### config.mk
export PLATFORM = sky130hd
export DESIGN_NAME = pwm_capture
export DESIGN_NICKNAME = d
export VERILOG_FILES = /design/src/rtl/pwm_capture.sv
export SDC_FILE = /design/constraint.sdc
export NUM_CORES = 1
export LEC_CHECK = 0
export BUFFER_PORTS_ARGS = -buffer_cell sky130_fd_sc_hd__clkbuf_2
export CAP_MARGIN = 15
export CORE_MARGIN = 5
export CORE_UTILIZATION = 50
export CTS_CLUSTER_DIAMETER = 150
export DETAILED_ROUTE_END_ITERATION = 6
export PLACE_DENSITY_LB_ADDON = 0.25
export SLEW_MARGIN = 0
export SYNTH_ARGS = -nofsm -noshare
export SYNTH_HDL_FRONTEND = slang
export SYNTH_SLANG_ARGS = --single-unit
### constraint.sdc
create_clock -name clk -period 3.86 [get_ports clk]
set_input_delay 0.193 -clock clk [delete_from_list [all_inputs] [get_ports clk]]
set_output_delay 0.193 -clock clk [all_outputs]
set_load 0.01 [all_outputs]
### src/rtl/pwm_capture.sv
// pwm_capture: measures high time, period and duty percent of an asynchronous PWM input,
// with a stuck-input timeout that forces duty to 0 or 100.
module pwm_capture #(
  parameter int CNT_W   = 16,
  parameter int TIMEOUT = 50000
) (
  input  logic             clk,
  input  logic             rst,
  input  logic             pwm_in,
  output logic [CNT_W-1:0] high_cnt,
  output logic [CNT_W-1:0] period_cnt,
  output logic [6:0]       duty_pct,
  output logic             valid,
  output logic             stuck,
  output logic             stuck_level
);
  typedef enum logic [1:0] {IDLE, HIGH, LOW} state_t;
  localparam logic [CNT_W-1:0] TMO = CNT_W'(TIMEOUT);
  state_t state_q, state_d;
  logic s1_q, s2_q, s3_q, rise, fall;
  logic [CNT_W-1:0] cnt_q, cnt_d, h_lat_q, h_lat_d;
  logic busy_q, sat, done, timeout, start, ge;
  logic [2:0] it_q;
  logic [CNT_W-1:0] rem_q, den_q, dh_q, rem_nx;
  logic [6:0] num_q, quo_nx;
  logic [5:0] quo_q;
  logic [CNT_W:0] trial, diff;
  logic [CNT_W+6:0] num_full;
  logic [CNT_W-1:0] high_q, period_q;
  logic [6:0] duty_q;
  logic valid_q, stuck_q, level_q;
  assign rise = s2_q & ~s3_q;
  assign fall = ~s2_q & s3_q;
  assign sat = cnt_q == TMO;
  assign done = busy_q && it_q == 3'd6;
  assign timeout = sat && !stuck_q && !done;
  assign start = state_q == LOW && rise && !busy_q && !timeout;
  always_ff @(posedge clk) begin
    if (rst) state_q <= IDLE;
    else state_q <= state_d;
  end
  always_comb begin
    state_d = timeout ? IDLE : rise ? HIGH : (fall && state_q == HIGH) ? LOW : state_q;
  end
  // In IDLE any edge restarts the count so a frozen input still times out.
  always_comb begin
    cnt_d = (rise || (fall && state_q == IDLE) || (sat && done)) ? CNT_W'(1) :
            sat ? cnt_q : cnt_q + CNT_W'(1);
    h_lat_d = (state_q == HIGH && fall) ? cnt_q : h_lat_q;
  end
  // Restoring divide of h*100 by p; h <= p keeps the quotient within 7 bits.
  always_comb begin
    num_full = {7'd0, h_lat_q} * (CNT_W+7)'(100);
    trial = {rem_q, num_q[6]};
    diff = trial - {1'b0, den_q};
    ge = trial >= {1'b0, den_q};
    rem_nx = ge ? diff[CNT_W-1:0] : trial[CNT_W-1:0];
    quo_nx = {quo_q, ge};
  end
  always_ff @(posedge clk) begin
    if (rst) begin
      {s1_q, s2_q, s3_q} <= '0;
      cnt_q <= '0;
      h_lat_q <= '0;
      busy_q <= 1'b0;
      it_q <= '0;
      rem_q <= '0;
      num_q <= '0;
      quo_q <= '0;
      den_q <= '0;
      dh_q <= '0;
      high_q <= '0;
      period_q <= '0;
      duty_q <= '0;
      valid_q <= 1'b0;
      stuck_q <= 1'b0;
      level_q <= 1'b0;
    end else begin
      {s1_q, s2_q, s3_q} <= {pwm_in, s1_q, s2_q};
      cnt_q <= cnt_d;
      h_lat_q <= h_lat_d;
      if (start) begin
        busy_q <= 1'b1;
        it_q <= '0;
        rem_q <= num_full[CNT_W+6:7];
        num_q <= num_full[6:0];
        quo_q <= '0;
        den_q <= cnt_q;
        dh_q <= h_lat_q;
      end else if (busy_q) begin
        busy_q <= !done;
        it_q <= it_q + 3'd1;
        rem_q <= rem_nx;
        num_q <= {num_q[5:0], 1'b0};
        quo_q <= quo_nx[5:0];
      end
      if (done) begin
        high_q <= dh_q;
        period_q <= den_q;
        duty_q <= quo_nx;
        valid_q <= 1'b1;
        stuck_q <= 1'b0;
      end else if (timeout) begin
        duty_q <= s2_q ? 7'd100 : 7'd0;
        valid_q <= 1'b1;
        stuck_q <= 1'b1;
        level_q <= s2_q;
      end else begin
        valid_q <= 1'b0;
      end
    end
  end
  assert property (@(posedge clk) disable iff (rst) !(rise && fall));
  assign high_cnt = high_q;
  assign period_cnt = period_q;
  assign duty_pct = duty_q;
  assign valid = valid_q;
  assign stuck = stuck_q;
  assign stuck_level = level_q;
endmodule

== Word level (Yosys, flattened, before mapping) ==
Index checks and enable logic that the tools add are counted.

* Flip-flop bits (word level): 142
* Bits in latches: 0
* Memory bits (writable): 0
* Bits in read-only memories: 0
* Input port bits: 3
* Output and inout port bits: 42
* Logic and storage cells: 77
* Memories: 0

* $add $sub $neg: 3
* $mul: 1
* Div/mod/pow operators: 0
* $lt $le $gt $ge: 1
* Equal/unequal tests: 5
* Shifts and indexed selects: 0
* Mux-type cells: 16
* Bitwise gates (word level): 5
* Reduce and logical (&&, ||, !) cells: 25

{| class="wikitable"
|+ Operator list
! cell !! number
|-
| $mux W16 || 3
|-
| $mux W7 || 5
|-
| $mul A16 B5 Y21 const B || 1
|-
| $ge A17 B16 Y1 || 1
|-
| $add A16 B1 Y16 const B || 1
|-
| $eq A16 B16 Y1 const B || 1
|-
| $sub A16 B16 Y16 || 1
|-
| $logic_and A1 B1 Y1 || 9
|-
| $mux W1 || 8
|-
| $reduce_or A2 Y1 || 4
|-
| $reduce_bool A2 Y1 || 3
|-
| $logic_not A1 Y1 || 4
|-
| $add A3 B1 Y3 const B || 1
|-
| $eq A3 B3 Y1 const B || 1
|-
| $not A1 Y1 || 3
|-
| $reduce_or A3 Y1 || 1
|-
| $and A1 B1 Y1 || 2
|-
| $eq A2 B1 Y1 const B || 1
|-
| $eq A2 B2 Y1 const B || 1
|-
| $logic_not A2 Y1 || 1
|-
| $logic_or A1 B1 Y1 || 2
|-
| $ne A2 B1 Y1 const B || 1
|-
| $reduce_and A2 Y1 || 1
|}

== Depth between registers and ports, before layout ==
* Depth in word-level cells: 7
* Mapped depth: 13

== Worst setup path after synthesis ==
No wires, ideal clock.

* Path kind: register to register
* Start: reg h_lat_q[7]
* End: reg rem_q[10]
* Arrival: 3.357 ns
* Data required time: 3.725 ns
* Slack: 0.368 ns
* Cell stages (with the launch flop): 14
* Path buffers: 0
* Clock period less this slack: 3.492 ns
* Cell sequence: dfxtp_1 > ha_1 > ha_1 > inv_1 > fa_1 > inv_1 > ha_1 > a21o_1 > a2111oi_1 > a211oi_1 > o21ai_0 > or3b_1 > a21oi_1 > nor4_1

* Word-level cells in the longest chain between the ends: 2

{| class="wikitable"
|+ RTL lines
! what !! RTL line !! RTL
|-
| from (decl) || 21 || <nowiki>logic [CNT_W-1:0] cnt_q, cnt_d, h_lat_q, h_lat_d;</nowiki>
|-
| from (signal assigned) || 81 || <nowiki>h_lat_q <= h_lat_d;</nowiki>
|-
| $mul A16 B5 Y21 || 53 || <nowiki>num_full = {7'd0, h_lat_q} * (CNT_W+7)'(100);</nowiki>
|-
| $mux W16 || 82 || <nowiki>if (start) begin</nowiki>
|-
| to (signal assigned) || 85 || <nowiki>rem_q <= num_full[CNT_W+6:7];</nowiki>
|-
| to (signal assigned) || 93 || <nowiki>rem_q <= rem_nx;</nowiki>
|-
| to (decl) || 24 || <nowiki>logic [CNT_W-1:0] rem_q, den_q, dh_q, rem_nx;</nowiki>
|}

Every way passes these cells.
A chain may end at the register's enable or synchronous reset.

== Final worst setup path ==
* Start: reg h_lat_q[8]
* End: reg rem_q[10]

Same word-level chain as after synthesis.

==> impl_metrics.csv <==
group,metric,value,unit
timing,layout_min_cycle_time,3.62,ns
worst_setup_path,reg2reg_depth,13,
yosys,synthArstFlopShare,0,
die,ios,45,
timing,fmax,276,MHz
timing,relSlewSlack,0.295,
clock_network,cts_root_buf,"clkbuf_16",
outcome,status,"finished, final reports clean",
grt,grt_pass1_vias,6326,
cells_and_area,multi_input_area,4640,µm²
clock_network,clock_latency,0.42,ns
place,dp_hpwl,14300,µm
yosys,synth.area.top_cells,"dfxtp_1, ha_1, nand2_1, a21oi_1, inv_1",
yosys,yosysUniqueCellTypes,65,
power_and_ir_drop,intPower,0.00259,W
timing,worstMarginPinSlew,1.05,ns
timing,setup_viol,0,
yosys,avgSynthCellArea,8.10,µm²
worst_setup_path,cp_data_arrival_time,3.91,ns
worst_setup_path,worst-path-max-fanout,5,
yosys,seq_area_frac_synth,0.359,
yosys,synth_flop_cell,"dfxtp_1",
power_and_ir_drop,p_per_area,364,nW/µm²
routing,routed_wl,19700,µm
die,fp.dieArea,18500,µm²
routing,vias_per_cell,5.55,
worst_setup_path,regToRegSetupSlack,0.24,ns
power_and_ir_drop,p_clk_frac,0.530,
clock_network,path_clk_slew,0.06,ns
power_and_ir_drop,irDropWorstVdd,0.000304,V
timing,hold_violations,0,
worst_setup_path,r2r-end,"rem_q[10]",
die,core,15700,µm²
grt,antenna_found_initial,0,
worst_setup_path,worstReg2RegStart,"h_lat_q[8]",
clock_network,clockBufferDepth,2,
cells_and_area,drive_gt1_frac,0.103,
timing,drv_slew,0,
cells_and_area,diodes,0,
power_and_ir_drop,power.leakage,3.81,nW
worst_setup_path,cp_data_required_time,4.15,ns
yosys,yosys_register_bits,142,
routing,drc,0,
routing,vias,6850,
yosys,yosysTopAreaCell,"dfxtp_1",
clock_network,cts_max_level,4,
die,die_h,136,µm
worst_setup_path,path_class,"reg2reg",
yosys,synthCells,978,
power_and_ir_drop,power_frac_seq,0.454,
place,routabilityCongestion,0.897,
timing,fin_tns_setup,0,ns
worst_setup_path,path_cells,"ha_1 > ha_1 > inv_1 > fa_1 > inv_1 > ha_1 > a21o_1 > a2111oi_4 > a211oi_1 > o21ai_0 > or3b_1 > a21oi_1 > nor4_1",
worst_setup_path,start_kind,"flop",
power_and_ir_drop,swShare,0.206,
power_and_ir_drop,switching_power,0.000674,W
timing,rsz0062_at_grt,"no",
yosys,yosysWarnings,0,
run,cap_violations,0,
routing,ant_nets,0,
power_and_ir_drop,pwr-share-comb,0.017,
yosys,synth_edf_count,0,
routing,dr.pass1.iters,5,
grt,grt_max_degree,50,
die,start_util,0.504,
worst_setup_path,critPathCaptureType,"flop",
timing,clock_skew,0.00726,ns
yosys,synth_top_area_share,0.359,
timing,period_share,0.937,
worst_setup_path,crit_slowest_cell,"fa_1",
place,pre_cts_slack,0.121,ns
die,rows,46,
cells_and_area,num-nets-final,1095,
cells_and_area,syn_to_final_growth,13.2,%
worst_setup_path,cpMostUsedCell,"ha_1",
yosys,syn_area,7920,µm²
routing,wl_per_cell,16.0,µm
worst_setup_path,slowest_delay,0.49,ns
die,die_w,136,µm
grt,overflow,0,
clock_network,numCtsBuffers,17,
clock_network,cts_tree,"built",
place,io_buffers,44,
worst_hold_path,holdPathEnd,"s1_q",
cells_and_area,fill_cells,1465,
clock_network,clock_sinks,142,
worst_hold_path,hold_path_class,"in2reg",
cells_and_area,ff_latch_area,2840,µm²
timing,setup_ws,0.242,ns
worst_hold_path,hp-start,"pwm_in",
yosys,syn_nets,1066,
grt,grt_pass1_wl,32500,µm
grt,grtUsageTotal,0.223,
worst_hold_path,hold_path_depth,2,
routing,drt-initial-drc-count,528,
==> metrics by stage <==
step / power [W] / instance area, µm² / std cells / hold slack [ns] / util
CTS: 0.00328 / 8940 / 1235 / 0.00391 / 0.569
floorplan: 0.00155 / 7920 / 978 / 0.321 / -
global placement: 0.00157 / 8320 / 1204 / 0.426 / 0.530
detailed placement: 0.00157 / 8320 / 1204 / 0.431 / 0.530
global route: 0.00337 / 8970 / 1235 / 0.0118 / 0.571
finish: 0.00327 / 8970 / 1235 / 0.00294 / 0.571
==> kinds of logic after synthesis <==
logic type                 share of synthesized area
and+or+nand+nor                                0.199
AOI/OAI and AO/OA                              0.180
DFF                                            0.359
buffers and inverters                         0.0583
adders and majority gates                      0.146
xor gates and xnor gates                      0.0409
muxes                                         0.0174
==> layer usage <==
metal,GRT usage,vias to the layer above,routed length [µm],part of all wire
li1,-,3385,-,-
met1,0.304,3260,9130,0.46
met2,0.353,183,9140,0.46
met3,0.0489,22,1040,0.053
met4,0.0750,0,419,0.021
met5,0,-,0,0
==> state kept, by name, summed over array words and instances (netlist names) <==
name and flops:
quo_q 6, cnt_q 16, rem_q 16, period_cnt 16, busy_q 1, stuck_level 1
s1_q 1, high_cnt 16, state_q 2, h_lat_q 16, duty_pct 7, valid 1
s3_q 1, num_q 5, stuck 1, it_q 3, dh_q 16, den_q 16
s2_q 1
==> worst max path at each step <==
stage	end	start
global placement	rem_q[10]	h_lat_q[7]
floorplan	rem_q[10]	h_lat_q[7]
CTS	rem_q[10]	h_lat_q[7]
global route	rem_q[10]	h_lat_q[7]
detailed placement	rem_q[10]	h_lat_q[7]
finish	rem_q[10]	h_lat_q[8]
==> repair_timing <==
item                                    4_1_cts  5_1_grt
resized for setup                             0        3
buffers inserted                              0        0
hold buffers                                  0        0
endpoints found under the setup margin        0        3
==> power groups by stage <==
stage	Clock [W]	Combinational, W	Sequential, W
3_3_place_gp	0	0.0000535	0.00151
2_1_floorplan	0	0.0000423	0.00151
4_1_cts	0.00175	0.0000542	0.00148
5_1_grt	0.00183	0.0000616	0.00148
3_5_place_dp	0	0.0000541	0.00151
6_report	0.00173	0.0000544	0.00148
==> placed cells by master (no fill, tap or decap), types with 5 or more instances in the layout <==
master,netlist,final
nand2_1,194,194
dfxtp_1,142,142
a21oi_1,121,121
inv_1,75,75
nor2_1,73,73
ha_1,73,73
clkbuf_2,0,43
xor2_1,20,20
o21ai_0,17,17
nor3_1,17,17
xnor2_1,17,17
clkbuf_16,0,17
nand3_1,16,16
a211oi_1,16,16
fa_1,12,12
buf_4,1,12
mux2i_1,10,10
a22oi_1,9,9
and3_1,9,9
a21o_1,9,9
nor2b_1,7,7
o21bai_1,6,6
nand2b_1,6,6
o21a_1,5,5
a211o_1,5,5
==> synth_stat cells (all sizes together) (5+ instances only) <==
cell type / instances
nand3: 16
a221oi: 5
nand2b: 6
a21oi: 121
nor2b: 7
a211oi: 17
a211o: 5
dfxtp: 142
fa: 12
xnor2: 17
and3: 9
o21ai: 18
clkbuf: 31
xor2: 20
a21o: 9
nand4: 5
nor2: 74
nand2: 195
o21bai: 6
a2111oi: 6
o21a: 5
nor3: 18
ha: 73
a22oi: 9
inv: 75
mux2i: 10
buf: 14
==> final cells by class <==
cell class | count | share of cell area
Tap cell | 216 | 0.0301
Clock buffer | 20 | 0.0509
Sequential cell | 142 | 0.317
Multi-Input combinational cell | 716 | 0.518
Inverter | 75 | 0.0314
Clock inverter | 11 | 0.0184
Timing Repair Buffer | 55 | 0.0340
==> worst max-delay path, delay by kind of cell (launching register included) <==
kind,cells,cell delay (ns)
adder cells (fa/ha/maj),4,1.37
AO/OA/AOI/OAI,5,1.19
AND/OR/NAND/NOR,2,0.42
flip-flops,1,0.41
buffers and inverters,2,0.09
Note: power is estimated with default switching activity, not from simulation.
